`src/rtl/rpm_pkg.sv`:
```
//------------------------------------------------------------------------------
// Module : rpm_pkg
// Brief  : Shared types and width helpers for the response pool memory.
// Rev    : 1.0
//------------------------------------------------------------------------------
`default_nettype none

package rpm_pkg;

    localparam int unsigned c_DATA_W = 64;
    localparam int unsigned c_RESP_W = 2;

    typedef struct packed {
        logic [c_DATA_W-1:0] data;
        logic [c_RESP_W-1:0] resp;
        logic                last;
    } beat_t;

    function automatic int unsigned ptr_w(input int unsigned depth);
        return (depth > 2) ? $clog2(depth) : 1;
    endfunction

    function automatic int unsigned cnt_w(input int unsigned depth);
        return $clog2(depth + 1);
    endfunction

endpackage

`default_nettype wire

```
`src/rtl/rpm_free_fifo.sv`:
```
//------------------------------------------------------------------------------
// Module : rpm_free_fifo
// Brief  : Index FIFO of free pool entries, reset-filled with 0..DEPTH-1.
// Rev    : 1.0
//------------------------------------------------------------------------------
`default_nettype none

module rpm_free_fifo
    import rpm_pkg::*;
#(
    parameter int DEPTH = 32
) (
    input  logic                        clk,
    input  logic                        rst,
    input  logic                        push,
    input  logic [ptr_w(DEPTH)-1:0]     push_idx,
    input  logic                        pop,
    output logic [ptr_w(DEPTH)-1:0]     head_idx,
    output logic [cnt_w(DEPTH)-1:0]     count
);

    localparam int c_PTR_W = ptr_w(DEPTH);
    localparam int c_CNT_W = cnt_w(DEPTH);

    logic [c_PTR_W-1:0] r_mem [DEPTH];
    logic [c_PTR_W-1:0] r_rd;
    logic [c_PTR_W-1:0] r_wr;
    logic [c_CNT_W-1:0] r_count;

    // Pointers wrap naturally because DEPTH is a power of two.
    always_ff @(posedge clk) begin
        if (rst) begin
            for (int i = 0; i < DEPTH; i++) begin
                r_mem[i] <= c_PTR_W'(i);
            end
            r_rd    <= '0;
            r_wr    <= '0;
            r_count <= c_CNT_W'(DEPTH);
        end else begin
            if (push) begin
                r_mem[r_wr] <= push_idx;
                r_wr        <= r_wr + c_PTR_W'(1);
            end
            if (pop) begin
                r_rd <= r_rd + c_PTR_W'(1);
            end
            r_count <= r_count + c_CNT_W'(push) - c_CNT_W'(pop);
        end
    end

    assign head_idx = r_mem[r_rd];
    assign count    = r_count;

endmodule

`default_nettype wire

```
`src/rtl/response_pool_memory.sv`:
```
//------------------------------------------------------------------------------
// Module : response_pool_memory
// Brief  : Shared R-beat pool with per-UID linked lists and free-index recycling.
// Rev    : 1.0
//------------------------------------------------------------------------------
`default_nettype none

module response_pool_memory
    import rpm_pkg::*;
#(
    parameter int NUM_UIDS    = 16,
    parameter int ID_WIDTH    = 4,
    parameter int DATA_WIDTH  = 64,
    parameter int RESP_WIDTH  = 2,
    parameter int DEPTH       = 32,
    parameter int MAX_PER_UID = 16,
    parameter int STORE_FWD   = 0
) (
    input  logic                         clk,
    input  logic                         rst,
    input  logic                         in_valid,
    output logic                         in_ready,
    input  logic [ID_WIDTH-1:0]          in_id,
    input  logic [DATA_WIDTH-1:0]        in_data,
    input  logic [RESP_WIDTH-1:0]        in_resp,
    input  logic                         in_last,
    input  logic                         rel_req,
    input  logic [ID_WIDTH-1:0]          rel_uid,
    output logic                         out_valid,
    input  logic                         out_ready,
    output logic [ID_WIDTH-1:0]          out_id,
    output logic [DATA_WIDTH-1:0]        out_data,
    output logic [RESP_WIDTH-1:0]        out_resp,
    output logic                         out_last,
    output logic                         free_ack,
    output logic [NUM_UIDS-1:0]          releasable,
    output logic [$clog2(DEPTH+1)-1:0]   free_count
);

    localparam int c_PTR_W = ptr_w(DEPTH);
    localparam int c_CNT_W = cnt_w(DEPTH);

    beat_t              r_mem  [DEPTH];
    logic [c_PTR_W-1:0] r_next [DEPTH];
    logic [c_PTR_W-1:0] r_head [NUM_UIDS];
    logic [c_PTR_W-1:0] r_tail [NUM_UIDS];
    logic [c_CNT_W-1:0] r_cnt  [NUM_UIDS];
    logic [c_CNT_W-1:0] r_done [NUM_UIDS];

    logic [c_PTR_W-1:0]  w_free_head;
    logic [c_CNT_W-1:0]  w_free_count;
    logic [NUM_UIDS-1:0] w_rel_ok;
    logic [c_PTR_W-1:0]  w_pop_idx;
    beat_t               w_head_beat;
    logic                w_in_ready;
    logic                w_acc;
    logic                w_pop;
    logic                w_same;

    rpm_free_fifo #(
        .DEPTH (DEPTH)
    ) u_free_fifo (
        .clk      (clk),
        .rst      (rst),
        .push     (w_pop),
        .push_idx (w_pop_idx),
        .pop      (w_acc),
        .head_idx (w_free_head),
        .count    (w_free_count)
    );

    always_comb begin
        w_rel_ok = '0;
        for (int u = 0; u < NUM_UIDS; u++) begin
            w_rel_ok[u] = (r_cnt[u] != '0) && ((STORE_FWD == 0) || (r_done[u] != '0));
        end
    end

    assign w_pop_idx   = r_head[rel_uid];
    assign w_head_beat = r_mem[w_pop_idx];
    assign w_in_ready  = (w_free_count != '0) && (r_cnt[in_id] != c_CNT_W'(MAX_PER_UID));
    assign w_acc       = in_valid & w_in_ready;
    assign w_pop       = out_valid & out_ready;
    assign w_same      = w_acc & w_pop & (in_id == rel_uid);

    // Beat storage needs no reset: a slot is only read once a list links it.
    always_ff @(posedge clk) begin
        if (w_acc) begin
            r_mem[w_free_head] <= '{data: in_data, resp: in_resp, last: in_last};
            if (r_cnt[in_id] != '0) begin
                r_next[r_tail[in_id]] <= w_free_head;
            end
        end
    end

    always_ff @(posedge clk) begin
        if (rst) begin
            for (int u = 0; u < NUM_UIDS; u++) begin
                r_head[u] <= '0;
                r_tail[u] <= '0;
                r_cnt[u]  <= '0;
                r_done[u] <= '0;
            end
        end else begin
            for (int u = 0; u < NUM_UIDS; u++) begin
                r_cnt[u]  <= r_cnt[u]
                           + c_CNT_W'(w_acc && (in_id == ID_WIDTH'(u)))
                           - c_CNT_W'(w_pop && (rel_uid == ID_WIDTH'(u)));
                r_done[u] <= r_done[u]
                           + c_CNT_W'(w_acc && in_last && (in_id == ID_WIDTH'(u)))
                           - c_CNT_W'(w_pop && w_head_beat.last && (rel_uid == ID_WIDTH'(u)));
            end
            if (w_pop) begin
                r_head[rel_uid] <= r_next[w_pop_idx];
            end
            // A write into a single-entry list being popped becomes the new head;
            // it overrides the stale next pointer read above.
            if (w_acc) begin
                r_tail[in_id] <= w_free_head;
                if ((r_cnt[in_id] == '0) || (w_same && (r_cnt[in_id] == c_CNT_W'(1)))) begin
                    r_head[in_id] <= w_free_head;
                end
            end
        end
    end

    assign in_ready   = w_in_ready;
    assign out_valid  = rel_req & w_rel_ok[rel_uid];
    assign out_id     = rel_uid;
    assign out_data   = out_valid ? w_head_beat.data : '0;
    assign out_resp   = out_valid ? w_head_beat.resp : '0;
    assign out_last   = out_valid ? w_head_beat.last : 1'b0;
    assign free_ack   = out_valid;
    assign releasable = w_rel_ok;
    assign free_count = w_free_count;

endmodule

`default_nettype wire

```
`config.mk`:
```
export PLATFORM = sky130hd
export DESIGN_NAME = response_pool_memory
export DESIGN_NICKNAME = d
export VERILOG_FILES = /design/src/rtl/rpm_pkg.sv /design/src/rtl/rpm_free_fifo.sv /design/src/rtl/response_pool_memory.sv
export SDC_FILE = /design/constraint.sdc
export NUM_CORES = 2
export LEC_CHECK = 0
export BUFFER_PORTS_ARGS = -buffer_cell sky130_fd_sc_hd__buf_2
export CAP_MARGIN = 20
export CORE_UTILIZATION = 25
export CTS_CLUSTER_SIZE = 24
export DETAILED_ROUTE_END_ITERATION = 10
export GPL_TIMING_DRIVEN = 0
export PLACE_DENSITY_LB_ADDON = 0.2
export SLEW_MARGIN = 5
export SYNTH_ARGS = -nofsm -noshare
export SYNTH_HDL_FRONTEND = slang
export SYNTH_SLANG_ARGS = --single-unit
```
`constraint.sdc`:
```
create_clock -name clk -period 11.8 [get_ports clk]
set_input_delay 0.59 -clock clk [delete_from_list [all_inputs] [get_ports clk]]
set_output_delay 0.59 -clock clk [all_outputs]
set_load 0.02 [all_outputs]
```
Word level (Yosys, flattened, before mapping):

Memories as Yosys holds them, arrays and structs flattened. A register that Yosys moved wholly into a read port is not among the register bits.
Cells that the tools add are included.

* mux-type cells: 52
* eq/ne operators: 33
* reduce and logical (&&, ||, !) cells: 60
* divide/modulo/power cells: 0
* shifts and indexed selects: 0
* bitwise gates (word level): 21
* $add $sub $neg: 36
* $lt $le $gt $ge: 1
* multipliers: 0

Operators with widths (count)
* 6-bit nonzero test: 18
* 6-bit by 1-bit adder with 6-bit output: 17
* 6-bit by 1-bit subtractor with 6-bit output: 17
* 6-bit two-way mux: 16
* 4-bit == test, second input constant: 16
* 64-bit two-way mux: 1
* 5-bit two-way mux: 7
* 1-bit logical AND: 34
* 4-bit by 3-bit == test with 1-bit output, second input constant: 8
* 1-bit two-way mux: 23
* 5-bit OR reduction: 4
* 4-bit by 2-bit == test with 1-bit output, second input constant: 4
* 1-bit OR: 16
* 4-bit two-way mux: 3
* 5-bit by 1-bit adder with 5-bit output, second input constant: 2
* 4-bit by 1-bit == test with 1-bit output, second input constant: 2
* 4-bit zero test: 2
* 6-bit by 1-bit == test with 1-bit output, second input constant: 1
* 6-bit zero test: 1
* 6-bit by 5-bit != test with 1-bit output, second input constant: 1
* 1-bit AND: 5
* 4-bit by 5-bit < comparator with 1-bit output, second input constant: 1
* 1-bit binary-select mux with 4-bit select: 1
* 4-bit == test: 1
* 2 further kinds: 2

* register bits after elaboration: 16
* word-level logic and storage cells: 212
* bits in read-only memories: 0
* memories: 6
* memory bits (writable): 2720
* latch bits: 0

Memory list
* r_mem: depth 32, width 67, rd ports 1, clocked after Yosys merged registers in 0, write ports 1, line response_pool_memory.sv:43 `beat_t r_mem [DEPTH];`
* r_next: depth 32, width 5, rd ports 1, clocked after Yosys merged registers in 0, write ports 1, line response_pool_memory.sv:44 `logic [c_PTR_W-1:0] r_next [DEPTH];`
* u_free_fifo.r_mem: depth 32, width 5, rd ports 1, clocked after Yosys merged registers in 1, write ports 32, line rpm_free_fifo.sv:25 `logic [c_PTR_W-1:0] r_mem [DEPTH];`
* r_cnt: depth 16, width 6, rd ports 17, clocked after Yosys merged registers in 0, write ports 16, line response_pool_memory.sv:47 `logic [c_CNT_W-1:0] r_cnt [NUM_UIDS];`
* r_head: depth 16, width 5, rd ports 1, clocked after Yosys merged registers in 0, write ports 16, line response_pool_memory.sv:45 `logic [c_PTR_W-1:0] r_head [NUM_UIDS];`
* r_tail: depth 16, width 5, rd ports 1, clocked after Yosys merged registers in 0, write ports 16, line response_pool_memory.sv:46 `logic [c_PTR_W-1:0] r_tail [NUM_UIDS];`

Logic depth before layout (Yosys ltp):

* depth after elaboration: 15
* mapped depth: 22
* mapped depth without buffers: 20

Modules after synthesis:

From an unflattened synthesis, not the netlist that was laid out.

* cell total of the unflattened synthesis: 5871
* area, all modules: 112107.5 sq um

By module, submodules not included
* response_pool_memory: area each 103501.8 sq um, cells each 5204, instances 1
* rpm_free_fifo: area each 8605.8 sq um, cells each 667, instances 1

Least setup slack after synthesis:

OpenSTA, ideal clock, no wires.

* path kind: reg2reg
* start: register (tool-made name)
* end: memory r_mem[12][0] (netlist name) (enable)
* data arrival time: 6.263 ns
* data required time: 11.307 ns
* period minus slack after synthesis: 6.755 ns
* slack: 5.045 ns
* stages on the path, launching flop included: 11
* cells stage by stage: dfxtp_1 clkbuf_1 buf_2 buf_1 mux4_2 mux4_2 mux2i_1 clkinv_1 nor2_1 nand2_1 nor2_1

RTL lines (line)
* end: declaration: response_pool_memory.sv:43

Worst setup path after layout:

* start: input port rel_uid[1]
* end: output port out_data[61]

* cells in the longest elaborated chain, start to end: 4

Ends and longest elaborated chain
* start: declaration: line response_pool_memory.sv:28 `input logic [ID_WIDTH-1:0] rel_uid,`
* parallel branches: the longest is 3 deep, another holds memory 32 x 67 bit
* 64-bit two-way mux *: line response_pool_memory.sv:130 `assign out_data = out_valid ? w_head_beat.data : '0;`
* end: declaration: line response_pool_memory.sv:32 `output logic [DATA_WIDTH-1:0] out_data,`

Mark *: on every way between the ends. The select of a mux whose other input is x is not followed.

==> results.py <==
metrics = {
    "timing": {
        "max_freq_mhz": 135,
        "slew_headroom_pct": 27.1,
        "min_period_ns": 7.40,
        "max_slew.worst_pin.slew_ns": 1.09,
        "post-route-period-util_pct": 62.7,
        "slew_violations": 0,
        "tns_ns": 0,
        "setup_viol": 0,
        "rsz0062_at_grt": "no",
        "fin_skew_ns": 0.106,
        "hold_viol_final": 0,
        "layout_setup_ws_ns": 4.40,
    },
    "synthesis": {
        "netlist_instances": 6311,
        "yosysSeqAreaShare_pct": 72.7,
        "synth_edf_count": 2624,
        "yosysTopAreaCell": "edfxtp_1",
        "syn-mean-instance-area_um2": 17.7,
        "syn_area_mm2": 0.112,
        "synthFlopType": "edfxtp_1",
        "synth_top_area_share_pct": 70.6,
        "synth_cell_types": 77,
        "synth_area_leaders": "edfxtp_1 71%, mux4_2 13%, nand2_1 2.7%",
        "async_flop_share_pct": 0,
        "yosys_warnings": 0,
        "ys_ff_latch": 2741,
        "syn_nets": 6550,
    },
    "route": {
        "viasPerCell": 4.60,
        "dr.pass1.iters": 5,
        "vias": 60400,
        "drtIter0Drc": 5140,
        "post_drt_wl_per_cell_um": 25.8,
        "drt_drc_violations_left": 0,
        "wl_mm": 338,
        "ant_nets": 0,
    },
    "clock_network": {
        "clock_path_buffers": 4,
        "ctsResizeCount": 0,
        "clkLatencyLatePin_ns": 0.93,
        "cts.clk_slew.worst_paths_ns": 0.06,
        "cts.sinks": 2741,
        "hold_buffers": 0,
        "cts_tree": "built",
        "postCtsSetupRepairBufs": 0,
        "root_buffer": "clkbuf_16",
        "htreeDepth": 5,
        "numCtsBuffers": 319,
    },
    "pwr": {
        "power_density_mw_per_mm2": 188,
        "pwr-share-seq_pct": 45.5,
        "p_clk_share_pct": 38.0,
        "p_int_mw": 18.1,
        "ir_drop_mv": 0.169,
        "p_comb_share_pct": 16.6,
        "power.switching_mw": 6.86,
        "switching_share_pct": 27.5,
        "p_leak_nw": 42.3,
    },
    "floorplanning": {
        "initial_core_util_pct": 25.1,
        "die_w_um": 670,
        "dieArea_mm2": 0.449,
        "coreArea_mm2": 0.445,
        "num_rows": 245,
        "pin_count": 176,
        "die_h_um": 670,
    },
    "run_status": {
        "outcome": "finished clean",
    },
    "critical_path": {
        "cp_cell_sequence": "buf_2, buf_4, clkbuf_1, mux4_2, a221oi_2, nor2_1, nand2_1, clkbuf_1, clkbuf_1, a21oi_1, or4_1, buf_2",
        "path_max_fanout": 10,
        "critical_path_class": "primary input to output pin",
        "worstPathArrival_ns": 6.81,
        "cp-startpoint": "rel_uid[1]",
        "crit_top_cell": "clkbuf_1",
        "cp-end-kind": "output pin",
        "worstPathRequired_ns": 11.21,
        "max_stage_delay_ns": 0.85,
        "cp-start-kind": "primary input",
        "critPathSlowestCell": "clkbuf_1",
        "regToRegStartpoint": "r_cnt[15][4]",
    },
    "job": {
        "drv_cap": 0,
    },
    "placed_design": {
        "dp_hpwl_mm": 237,
        "post-place-ws_ns": 4.41,
        "gp_congestion": 0.835,
        "placed_area_mm2": 0.122,
        "port_buffers": 170,
    },
    "worst_hold_path": {
        "holdCritStartpoint": "in_last",
        "min_path_type": "primary input to flop",
    },
    "cells_and_area": {
        "multi_input_area_mm2": 0.0284,
        "drive_gt1_share_pct": 22.9,
        "area_growth_syn_to_layout_pct": 18.6,
        "layout_common_cells": "2624 x edfxtp_1, 809 x nand2_1, 648 x mux4_2",
        "final_common_cell": "edfxtp_1",
        "fillers": 44000,
        "final_cell_area_mm2": 0.132,
        "fin_nets": 7156,
        "seq_area_mm2": 0.0811,
    },
    "global_route": {
        "grt-ovfl-total": 0,
        "grt_pass1_wl_mm": 481,
        "antenna_found_initial": 53,
        "first_global_vias": 63500,
        "grt_max_degree": 41,
        "grt_usage_pct": 14.8,
    },
}
[worst paths after layout]
check                        end  slack (ns)  depth (start not counted)
max                 out_data[61]        4.40                         12
min                 r_mem[20][0]        0.17                          1
max reg2reg         r_head[3][2]        5.19                         19
min reg2reg  u_free_fifo.r_wr[1]        0.53                          2
[state kept, by name (all words and copies together), names as in the netlist, named ones only]
name	flops
r_next	160
u_free_fifo.r_rd	5
r_cnt	96
u_free_fifo.r_mem	160
u_free_fifo.count	6
u_free_fifo.r_wr	5
r_tail	80
r_head	80
r_mem	2144
[synthesized netlist by cell type, types with 5 or more instances]
| library cell | instances |
|---|---|
| inv_1 | 153 |
| fa_1 | 17 |
| buf_2 | 119 |
| or4_1 | 67 |
| nand4_1 | 24 |
| a32oi_1 | 5 |
| o21bai_1 | 27 |
| or3b_2 | 15 |
| edfxtp_1 | 2624 |
| or3_1 | 9 |
| a311oi_1 | 5 |
| nor2_1 | 412 |
| buf_4 | 12 |
| nand2_1 | 809 |
| nand3_1 | 63 |
| a31oi_1 | 7 |
| and2_0 | 5 |
| nor4_1 | 6 |
| clkbuf_1 | 133 |
| and4_1 | 5 |
| o21ai_0 | 15 |
| ha_1 | 142 |
| nand4bb_1 | 13 |
| nand2b_1 | 24 |
| o22ai_1 | 64 |
| mux4_2 | 648 |
| nor3_1 | 32 |
| clkinv_1 | 5 |
| dfxtp_1 | 117 |
| buf_1 | 44 |
| o22ai_2 | 10 |
| a21oi_1 | 339 |
| buf_6 | 40 |
| or2_2 | 20 |
| a21o_1 | 37 |
| and3_1 | 19 |
| xnor2_1 | 49 |
| xor2_1 | 30 |
| mux2i_1 | 37 |
| nor2b_1 | 39 |
[area by class of cell]
type | count | area share [%]
Sequential cell | 2741 | 61.3
Antenna cell | 18 | 0.0340
Clock buffer | 394 | 6.38
Multi-Input combinational cell | 3063 | 21.4
Timing Repair Buffer | 285 | 2.35
Tap cell | 5928 | 5.60
Buffer | 348 | 1.37
Clock inverter | 179 | 1.12
Inverter | 159 | 0.454
[stage by stage]
stage	total power [mW]	utilization [%]	hold WS [ns]	instances
after global routing	25.9	29.7	0.136	13100
after CTS	25.3	29.7	0.0767	13100
after detailed placement	15.8	27.5	0.515	12500
after floorplan	13.9	-	0.482	6311
after global placement	15.6	26.9	0.501	12400
final	25.0	29.8	0.168	13100
[power groups by stage]
stage / Clock, mW / Combinational, mW / Sequential [mW]
floorplan: 0 / 2.40 / 11.5
global placement: 0 / 3.98 / 11.6
detailed placement: 0 / 4.21 / 11.6
CTS: 9.72 / 4.23 / 11.4
global route: 10.1 / 4.45 / 11.4
finish: 9.48 / 4.13 / 11.3
[worst max-delay path: cells and delay by family]
family / cells / cell delay [ns]
compound gates: 2 / 0.89
mux: 1 / 0.47
simple gates: 3 / 1.76
buf+inv: 6 / 3.02
[per-layer routing]
metal  wire, um  track usage (%)  vias up  part of all wire (%)
met3      15800             1.96      479                   4.7
met5         51                0        -                 0.015
met4       7970             3.70       10                   2.4
met1     148000             19.9    32200                    44
met2     166000             25.1     1650                    49
li1           -                -    26000                     -
[logic make-up (layout without fill, tap and decap cells)]
kind of cell	count (synthesis)	in the layout	share of synthesized area, %
fa+ha+maj	159	159	1.90
buf+inv	507	1365	2.15
other cells	0	18	0
mux	691	691	13.5
compound gates	560	560	3.02
simple gates	1574	1574	6.18
xor+xnor	79	79	0.620
flops	2741	2741	72.7
Note: power is estimated with default switching activity, not from simulation.
